### src/rtl/bsg_manycore_io_inject_arbiter.sv
// Round-robin arbiter feeding the IO monitor's pass-through injection port, with an
// outgoing credit limit and a drain handshake. Define BSG_MANYCORE_IO_ARB_STATS_EN for stats counters.
module bsg_manycore_io_inject_arbiter #(
    parameter int unsigned packet_width_p    = 32,
    parameter int unsigned num_req_p         = 2,
    parameter int unsigned max_out_credits_p = 128,
    localparam int unsigned credit_width_lp  = (max_out_credits_p > 0) ? $clog2(max_out_credits_p + 1) : 1,
    localparam int unsigned id_width_lp      = (num_req_p > 1) ? $clog2(num_req_p) : 1
) (
    input  logic                                clk_i,
    input  logic                                reset_i,
    input  logic [num_req_p-1:0]                req_v_i,
    input  logic [num_req_p*packet_width_p-1:0] req_data_i,
    output logic [num_req_p-1:0]                req_ready_o,
    output logic [packet_width_p-1:0]           data_o,
    output logic                                v_o,
    input  logic                                ready_i,
    output logic [id_width_lp-1:0]              grant_id_o,
    input  logic                                credit_return_i,
    output logic [credit_width_lp-1:0]          out_credits_o,
    input  logic                                drain_i,
    output logic                                drained_o,
`ifdef BSG_MANYCORE_IO_ARB_STATS_EN
    output logic [num_req_p*32-1:0]             stat_pkts_o,
    output logic [31:0]                         stat_stall_o,
    input  logic                                stat_clear_i,
`endif
    output logic                                overflow_o
);

    localparam logic [credit_width_lp-1:0] max_credits_lp = credit_width_lp'(max_out_credits_p);

    typedef enum logic [1:0] {
        ST_RUN   = 2'd0,
        ST_DRAIN = 2'd1,
        ST_DONE  = 2'd2
    } state_e;

    state_e                      state_q, state_d;
    logic [packet_width_p-1:0]   data_q, data_d;
    logic                        v_q, v_d;
    logic [id_width_lp-1:0]      grant_q, grant_d;
    logic [id_width_lp-1:0]      rr_ptr_q, rr_ptr_d;
    logic [credit_width_lp-1:0]  credits_q, credits_d;
    logic                        overflow_q, overflow_d;

    logic                        found;
    logic [id_width_lp-1:0]      winner;
    logic [id_width_lp-1:0]      cand;
    int unsigned                 idx;
    logic                        can_load;
    logic                        accept;

    // First valid requester at or after the round-robin pointer, wrapping.
    always_comb begin
        found  = 1'b0;
        winner = '0;
        idx    = 0;
        cand   = '0;
        for (int unsigned i = 0; i < num_req_p; i++) begin
            idx = 32'(rr_ptr_q) + i;
            if (idx >= num_req_p) begin
                idx = idx - num_req_p;
            end
            cand = id_width_lp'(idx);
            if (!found && req_v_i[cand]) begin
                found  = 1'b1;
                winner = cand;
            end
        end
    end

    // Output stage reloads when empty or draining into the monitor this cycle.
    assign can_load = !v_q || ready_i;
    assign accept   = !reset_i && (state_q == ST_RUN) && !drain_i && can_load
                      && (credits_q != '0) && found;

    always_comb begin
        state_d    = state_q;
        data_d     = data_q;
        v_d        = v_q;
        grant_d    = grant_q;
        rr_ptr_d   = rr_ptr_q;
        credits_d  = credits_q;
        overflow_d = overflow_q;

        if (accept) begin
            data_d   = req_data_i[winner*packet_width_p +: packet_width_p];
            grant_d  = winner;
            v_d      = 1'b1;
            rr_ptr_d = (32'(winner) == num_req_p - 1) ? '0 : id_width_lp'(32'(winner) + 1);
        end else if (v_q && ready_i) begin
            v_d = 1'b0;
        end

        if (accept && !credit_return_i) begin
            credits_d = credits_q - credit_width_lp'(1);
        end else if (!accept && credit_return_i) begin
            if (credits_q == max_credits_lp) begin
                overflow_d = 1'b1;
            end else begin
                credits_d = credits_q + credit_width_lp'(1);
            end
        end

        unique case (state_q)
            ST_RUN: begin
                if (drain_i) state_d = ST_DRAIN;
            end
            ST_DRAIN: begin
                if (!drain_i) begin
                    state_d = ST_RUN;
                end else if (!v_q && (credits_q == max_credits_lp)) begin
                    state_d = ST_DONE;
                end
            end
            ST_DONE: begin
                if (!drain_i) state_d = ST_RUN;
            end
            default: state_d = ST_RUN;
        endcase
    end

    always_ff @(posedge clk_i or posedge reset_i) begin
        if (reset_i) begin
            state_q    <= ST_RUN;
            data_q     <= '0;
            v_q        <= 1'b0;
            grant_q    <= '0;
            rr_ptr_q   <= '0;
            credits_q  <= max_credits_lp;
            overflow_q <= 1'b0;
        end else begin
            state_q    <= state_d;
            data_q     <= data_d;
            v_q        <= v_d;
            grant_q    <= grant_d;
            rr_ptr_q   <= rr_ptr_d;
            credits_q  <= credits_d;
            overflow_q <= overflow_d;
        end
    end

    assign req_ready_o   = accept ? (num_req_p'(1) << winner) : '0;
    assign data_o        = data_q;
    assign v_o           = v_q;
    assign grant_id_o    = grant_q;
    assign out_credits_o = credits_q;
    assign drained_o     = (state_q == ST_DONE);
    assign overflow_o    = overflow_q;

`ifdef BSG_MANYCORE_IO_ARB_STATS_EN
    logic [num_req_p*32-1:0] pkts_q, pkts_d;
    logic [31:0]             stall_q, stall_d;

    always_comb begin
        pkts_d  = pkts_q;
        stall_d = stall_q;
        if (stat_clear_i) begin
            pkts_d  = '0;
            stall_d = '0;
        end else begin
            if (accept) begin
                pkts_d[winner*32 +: 32] = pkts_q[winner*32 +: 32] + 32'd1;
            end
            if ((|req_v_i) && !accept) begin
                stall_d = stall_q + 32'd1;
            end
        end
    end

    always_ff @(posedge clk_i or posedge reset_i) begin
        if (reset_i) begin
            pkts_q  <= '0;
            stall_q <= '0;
        end else begin
            pkts_q  <= pkts_d;
            stall_q <= stall_d;
        end
    end

    assign stat_pkts_o  = pkts_q;
    assign stat_stall_o = stall_q;
`endif

endmodule

### config.mk
export PLATFORM = sky130hd
export DESIGN_NAME = bsg_manycore_io_inject_arbiter
export DESIGN_NICKNAME = d
export VERILOG_FILES = /design/src/rtl/bsg_manycore_io_inject_arbiter.sv
export SDC_FILE = /design/constraint.sdc
export NUM_CORES = 1
export LEC_CHECK = 0
export CORE_UTILIZATION = 41
export DETAILED_ROUTE_END_ITERATION = 10
export GPL_TIMING_DRIVEN = 0
export PLACE_DENSITY = 0.77
export SYNTH_ARGS = -nofsm -noshare
export SYNTH_HDL_FRONTEND = slang
export SYNTH_SLANG_ARGS = --single-unit
### constraint.sdc
create_clock -name clk_i -period 4.5 [get_ports clk_i]
set_clock_uncertainty 0.2 [all_clocks]
set_input_delay 0.9 -clock clk_i [delete_from_list [all_inputs] [get_ports clk_i]]
set_output_delay 0.9 -clock clk_i [all_outputs]
set_load 0.01 [all_outputs]
### Word level (Yosys, flattened, before mapping)

Index checks and enable logic that the tools add are counted.

| cells by class | value |
|---|---|
| add/sub/neg operators | 6 |
| shift-type cells | 2 |
| mux-type cells | 22 |
| reductions and logical operators | 24 |
| bitwise logic cells | 1 |
| order comparisons | 4 |
| equal/unequal tests | 7 |

Operators with widths:

| kind | number |
|---|---|
| indexed part select 64 x 7 -> 32 bit | 1 |
| 2-to-1 mux 8 bit | 3 |
| 2-to-1 mux 1 bit | 13 |
| logical AND 1 bit | 10 |
| 2-to-1 mux 2 bit | 5 |
| adder 8 x 1 -> 8 bit, second input constant | 1 |
| equality test 8 bit, second input constant | 1 |
| nonzero test 8 bit | 1 |
| subtractor 8 x 1 -> 8 bit, second input constant | 1 |
| logical NOT 1 bit | 6 |
| inequality test 2 bit, second input constant | 3 |
| case mux 2 bit (3 select lines) | 1 |
| AND reduction 3 bit | 2 |
| less-than comparator 1 x 2 -> 1 bit, second input constant | 2 |
| nonzero test 2 bit | 2 |
| inequality test 3 bit, second input constant | 1 |
| adder 1 x 1 -> 2 bit, second input constant | 1 |
| equality test 2 x 1 -> 1 bit, second input constant | 1 |
| equality test 2 bit, second input constant | 1 |
| greater-or-equal comparator 1 x 2 -> 1 bit, second input constant | 1 |
| greater-or-equal comparator 2 bit, second input constant | 1 |
| logical NOT 2 bit | 1 |
| AND reduction 2 bit | 1 |
| << shifter 1 x 1 -> 2 bit, first input constant | 1 |
| other kinds (4) | 5 |

| storage, ports and cells | value |
|---|---|
| logic and storage cells | 73 |
| output and inout bits | 46 |
| input bits | 71 |
| register bits | 46 |

### Longest topological paths before layout

| logic depth | value |
|---|---|
| depth in word-level cells | 13 |
| mapped depth | 13 |
| depth with buffers taken out | 11 |

### Least setup slack after synthesis

Ideal clock, no wire load.

| timing | value |
|---|---|
| kind | input port to flip-flop |
| start point | input port reset_i |
| end point | register credits_q[7], in the netlist out_credits_o[7] |
| required time | 4.218 ns |
| stages | 12 |
| setup time | 0.082 ns |
| buffers on the path | 2 |
| slack | 0.725 ns |
| data arrival time | 3.494 ns |
| path through | nor4_1 > o211ai_1 > a31oi_2 > buf_4 > buf_4 > ha_1 > ha_1 > a21o_1 > a21o_1 > a2111o_1 > o21a_1 > o31a_1 |

| between the ends | value |
|---|---|
| cells in the longest elaborated chain, start to end | 10 |
| elaborated cells between the ends (all ways) | 13 |
| classes of those cells | eq/ne (1); mux (1); reduce/logical (11) |

RTL lines:

| what | RTL line | text |
|---|---|---|
| start, declared | 11 | `input logic reset_i,` |
| logical NOT 1 bit (no source line) * | -- |  |
| logical AND 1 bit * (3 in a row) | 75 | `assign accept = !reset_i && (state_q == ST_RUN) && !drain_i && can_load` |
| logical AND 1 bit * (2 in a row) | 76 | `&& (credits_q != '0) && found;` |
| net accept | 52 | `logic accept;` |
| logical NOT 1 bit | 98 | `end else if (!accept && credit_return_i) begin` |
| logical AND 1 bit | 98 |  |
| nonzero test 2 bit (no source line) | -- |  |
| AND reduction 2 bit (no source line) | -- |  |
| end signal, assigned | 131 | `credits_q <= max_credits_lp;` |
| end signal, assigned | 139 | `credits_q <= credits_d;` |
| end, declared | 44 | `logic [credit_width_lp-1:0] credits_q, credits_d;` |

Mark *: on every way through the listed nets, which the timed path passes. The rest lies on a longest branch.
A chain may end at the register's enable or synchronous reset.

### Final worst setup path

Ends and elaborated chain as after synthesis.

==> impl_metrics.toml <==
[sta]
report.final.slew_viol_count = 0
setup_ws_ns = 0.208
final-setup-viol-count = 0
hold_viol = 0
min_period_ns = 4.29
finalSetupTns_ns = 0
tightestPinTransition_ns = 0.687
finalHoldWorstSlack_ns = 0.276
rsz0062_at_grt = "false"
fmax_mhz = 233
period_share_pct = 95.4
relSlewSlack_pct = 53.7

[worst_setup_path]
start_kind = "input pin"
crit_path_end_kind = "flip-flop"
worstPathMaxFanout = 10
arrival_ns = 4.33
crit_required_ns = 4.54
critPathKind = "in -> reg"

[synth]
yosys.area.top_type = "dfrtp_1"
netlist_area_mm2 = 0.00241
synthCells = 237
synth_most_common_cell = "dfrtp_1"
yosysTopAreaCellShare_pct = 46.8
ys_top_cells_by_area = "dfrtp_1, mux2i_1, a21oi_1, nor2_1, ha_1"
synth_nets = 317
synth-edff-count = 0
synth_cell_type_count = 38
synth_common_cells = "dfrtp_1, nor2_1, a21oi_1"
yosys_most_used_dff = "dfrtp_1"
yosys_warnings = 0
async_reset_ff_share_pct = 100
synth.avg_cell_area_um2 = 10.2
seq_area_frac_synth_pct = 47.8
ys_ff_latch = 46

[outcome]
outcome = "finished, final reports clean"

[layout]
area_growth_pct = 57.0
stdcell_area_mm2 = 0.00378
final_cells = 434
fill_cells = 444
insertedDiodeCount = 0
fin_util_pct = 67.9
final_nets = 441
seq_area_mm2 = 0.00115
multiInputGateArea_mm2 = 0.00116
drive_gt1_share_pct = 7.73

[grt]
grtUsageTotal_pct = 21.9
antenna_found_initial = 0
grt_max_degree = 28
grt_pass1_vias = 2193
grt_pass1_wl_mm = 10.5
gr-total-overflow = 0

[drt]
ant_nets = 0
drc_errors = 0
wire_per_inst_um = 15.3
avgViaCountPerCell = 4.98
vias = 2163
drt_iter0_markers = 107
routed_wl_mm = 6.63
dr.pass1.iters = 4

[hold_path]
hold_class = "reg -> reg"

[power_and_ir_drop]
internal-power_mw = 1.19
ir_worst_vdd_uv = 252
swShare_pct = 34.3
power_mw = 1.82
netSwitchingPower_mw = 0.625
p_leak_nw = 1.70
p_clk_share_pct = 14.4
cellPowerDensity_mw_per_mm2 = 481
comb_power_share_pct = 48.2
pwr-share-seq_pct = 37.4

[place]
dp_cells = 426
gp_congestion = 0.917
io_buffer_count = 116
pre_cts_slack_ns = -0.270
place_area_mm2 = 0.00368
dp_hpwl_mm = 5.20

[clock_tree]
cts_max_path_buffers = 2
worst_skew_pair.late_latency_ns = 0.30
cts_sinks = 46
cts_root_buffer = "clkbuf_8"
post_cts_resize_count = 0
path_clk_slew_ns = 0.08
htree_levels = 2
cts_setup_buffers = 0
cts_tree = "built"
numCtsBuffers = 5
holdBufCountCts = 0

[job]
maxCapViolations = 0

[floorplanning]
initial_core_util_pct = 43.2
die_h_um = 78.6
die_w_um = 78.6
core_mm2 = 0.00557
rows = 27
io_pins = 117
die-area_mm2 = 0.00619
==> worst max-delay path, cell delays in order <==
cell	delay (ns)
clkdlybuf4s50_1	0.45
nor4_1	0.32
o211ai_1	0.19
a31oi_4	0.27
buf_4	0.22
buf_4	0.19
ha_2	0.30
ha_1	0.29
a211oi_2	0.32
nor3_1	0.10
a2111o_1	0.42
o21a_1	0.12
o31a_1	0.23
==> metal layers <==
| layer | global-route usage, % | wire (um) |
|---|---|---|
| met3 | 3.37 | 371 |
| met1 | 27.3 | 2850 |
| met4 | 6.85 | 144 |
| met2 | 38.6 | 3260 |
| met5 | 0 | 0 |
==> path summary, 6_finish.rpt <==
path / from / end / slack [ns] / depth (start not counted)
max: reset_i / out_credits_o[7] / 0.21 / 13
min: overflow_o / overflow_o / 0.28 / 1
max reg2reg: out_credits_o[3] / out_credits_o[7] / 0.76 / 11
min reg2reg: overflow_o / overflow_o / 0.28 / 1
max in group asynchronous: reset_i / data_o[8] / 2.84 / 3
min in group asynchronous: reset_i / state_q[0] / 0.77 / 2
==> logic make-up after synthesis <==
family	count (synthesis)	share of synthesized area [%]
AOI/OAI and AO/OA	63	15.9
xor gates and xnor gates	3	1.09
adders and majority gates	9	4.99
buffers and inverters	20	4.26
DFF	46	47.8
muxes	34	14.2
and+or+nand+nor	62	11.7
==> final cells by class <==
| cell class | count | area share [%] |
|---|---|---|
| Sequential cell | 46 | 30.5 |
| Inverter | 8 | 0.794 |
| Timing Repair Buffer | 117 | 31.2 |
| Multi-Input combinational cell | 171 | 30.8 |
| Buffer | 12 | 1.92 |
| Clock buffer | 7 | 2.28 |
| Clock inverter | 1 | 0.132 |
| Tap cell | 72 | 2.38 |
==> registers in the layout, indices dropped and copies added, names as in the netlist <==
| register | cells |
|---|---|
| out_credits_o | 8 |
| data_o | 32 |
| grant_id_o | 1 |
| state_q | 2 |
| overflow_o | 1 |
| v_o | 1 |
| rr_ptr_q | 1 |
==> cells in the final DEF, fill, tap and decap left out, types with 4 or more instances in the layout <==
cell type and count:
a21oi_1 34, nor4_1 4, buf_2 7, nand2_1 6, ha_1 7, a21o_1 5
buf_4 5, nor2b_1 4, clkbuf_8 6, nor3_1 4, o21ai_0 6, nor2_1 36
dfrtp_1 45, clkdlybuf4s50_1 116, o21a_1 5, inv_1 6, mux2i_1 32
==> power groups by stage <==
stage          Clock (mW)  Sequential, mW  Combinational (mW)
2_1_floorplan           0           0.754               0.333
3_3_place_gp            0           0.680               0.853
3_5_place_dp            0           0.689               0.874
4_1_cts             0.269           0.682               0.877
5_1_grt             0.284           0.705               0.954
6_report            0.262           0.681               0.876
No activity file was read; power rests on OpenSTA's default activity.
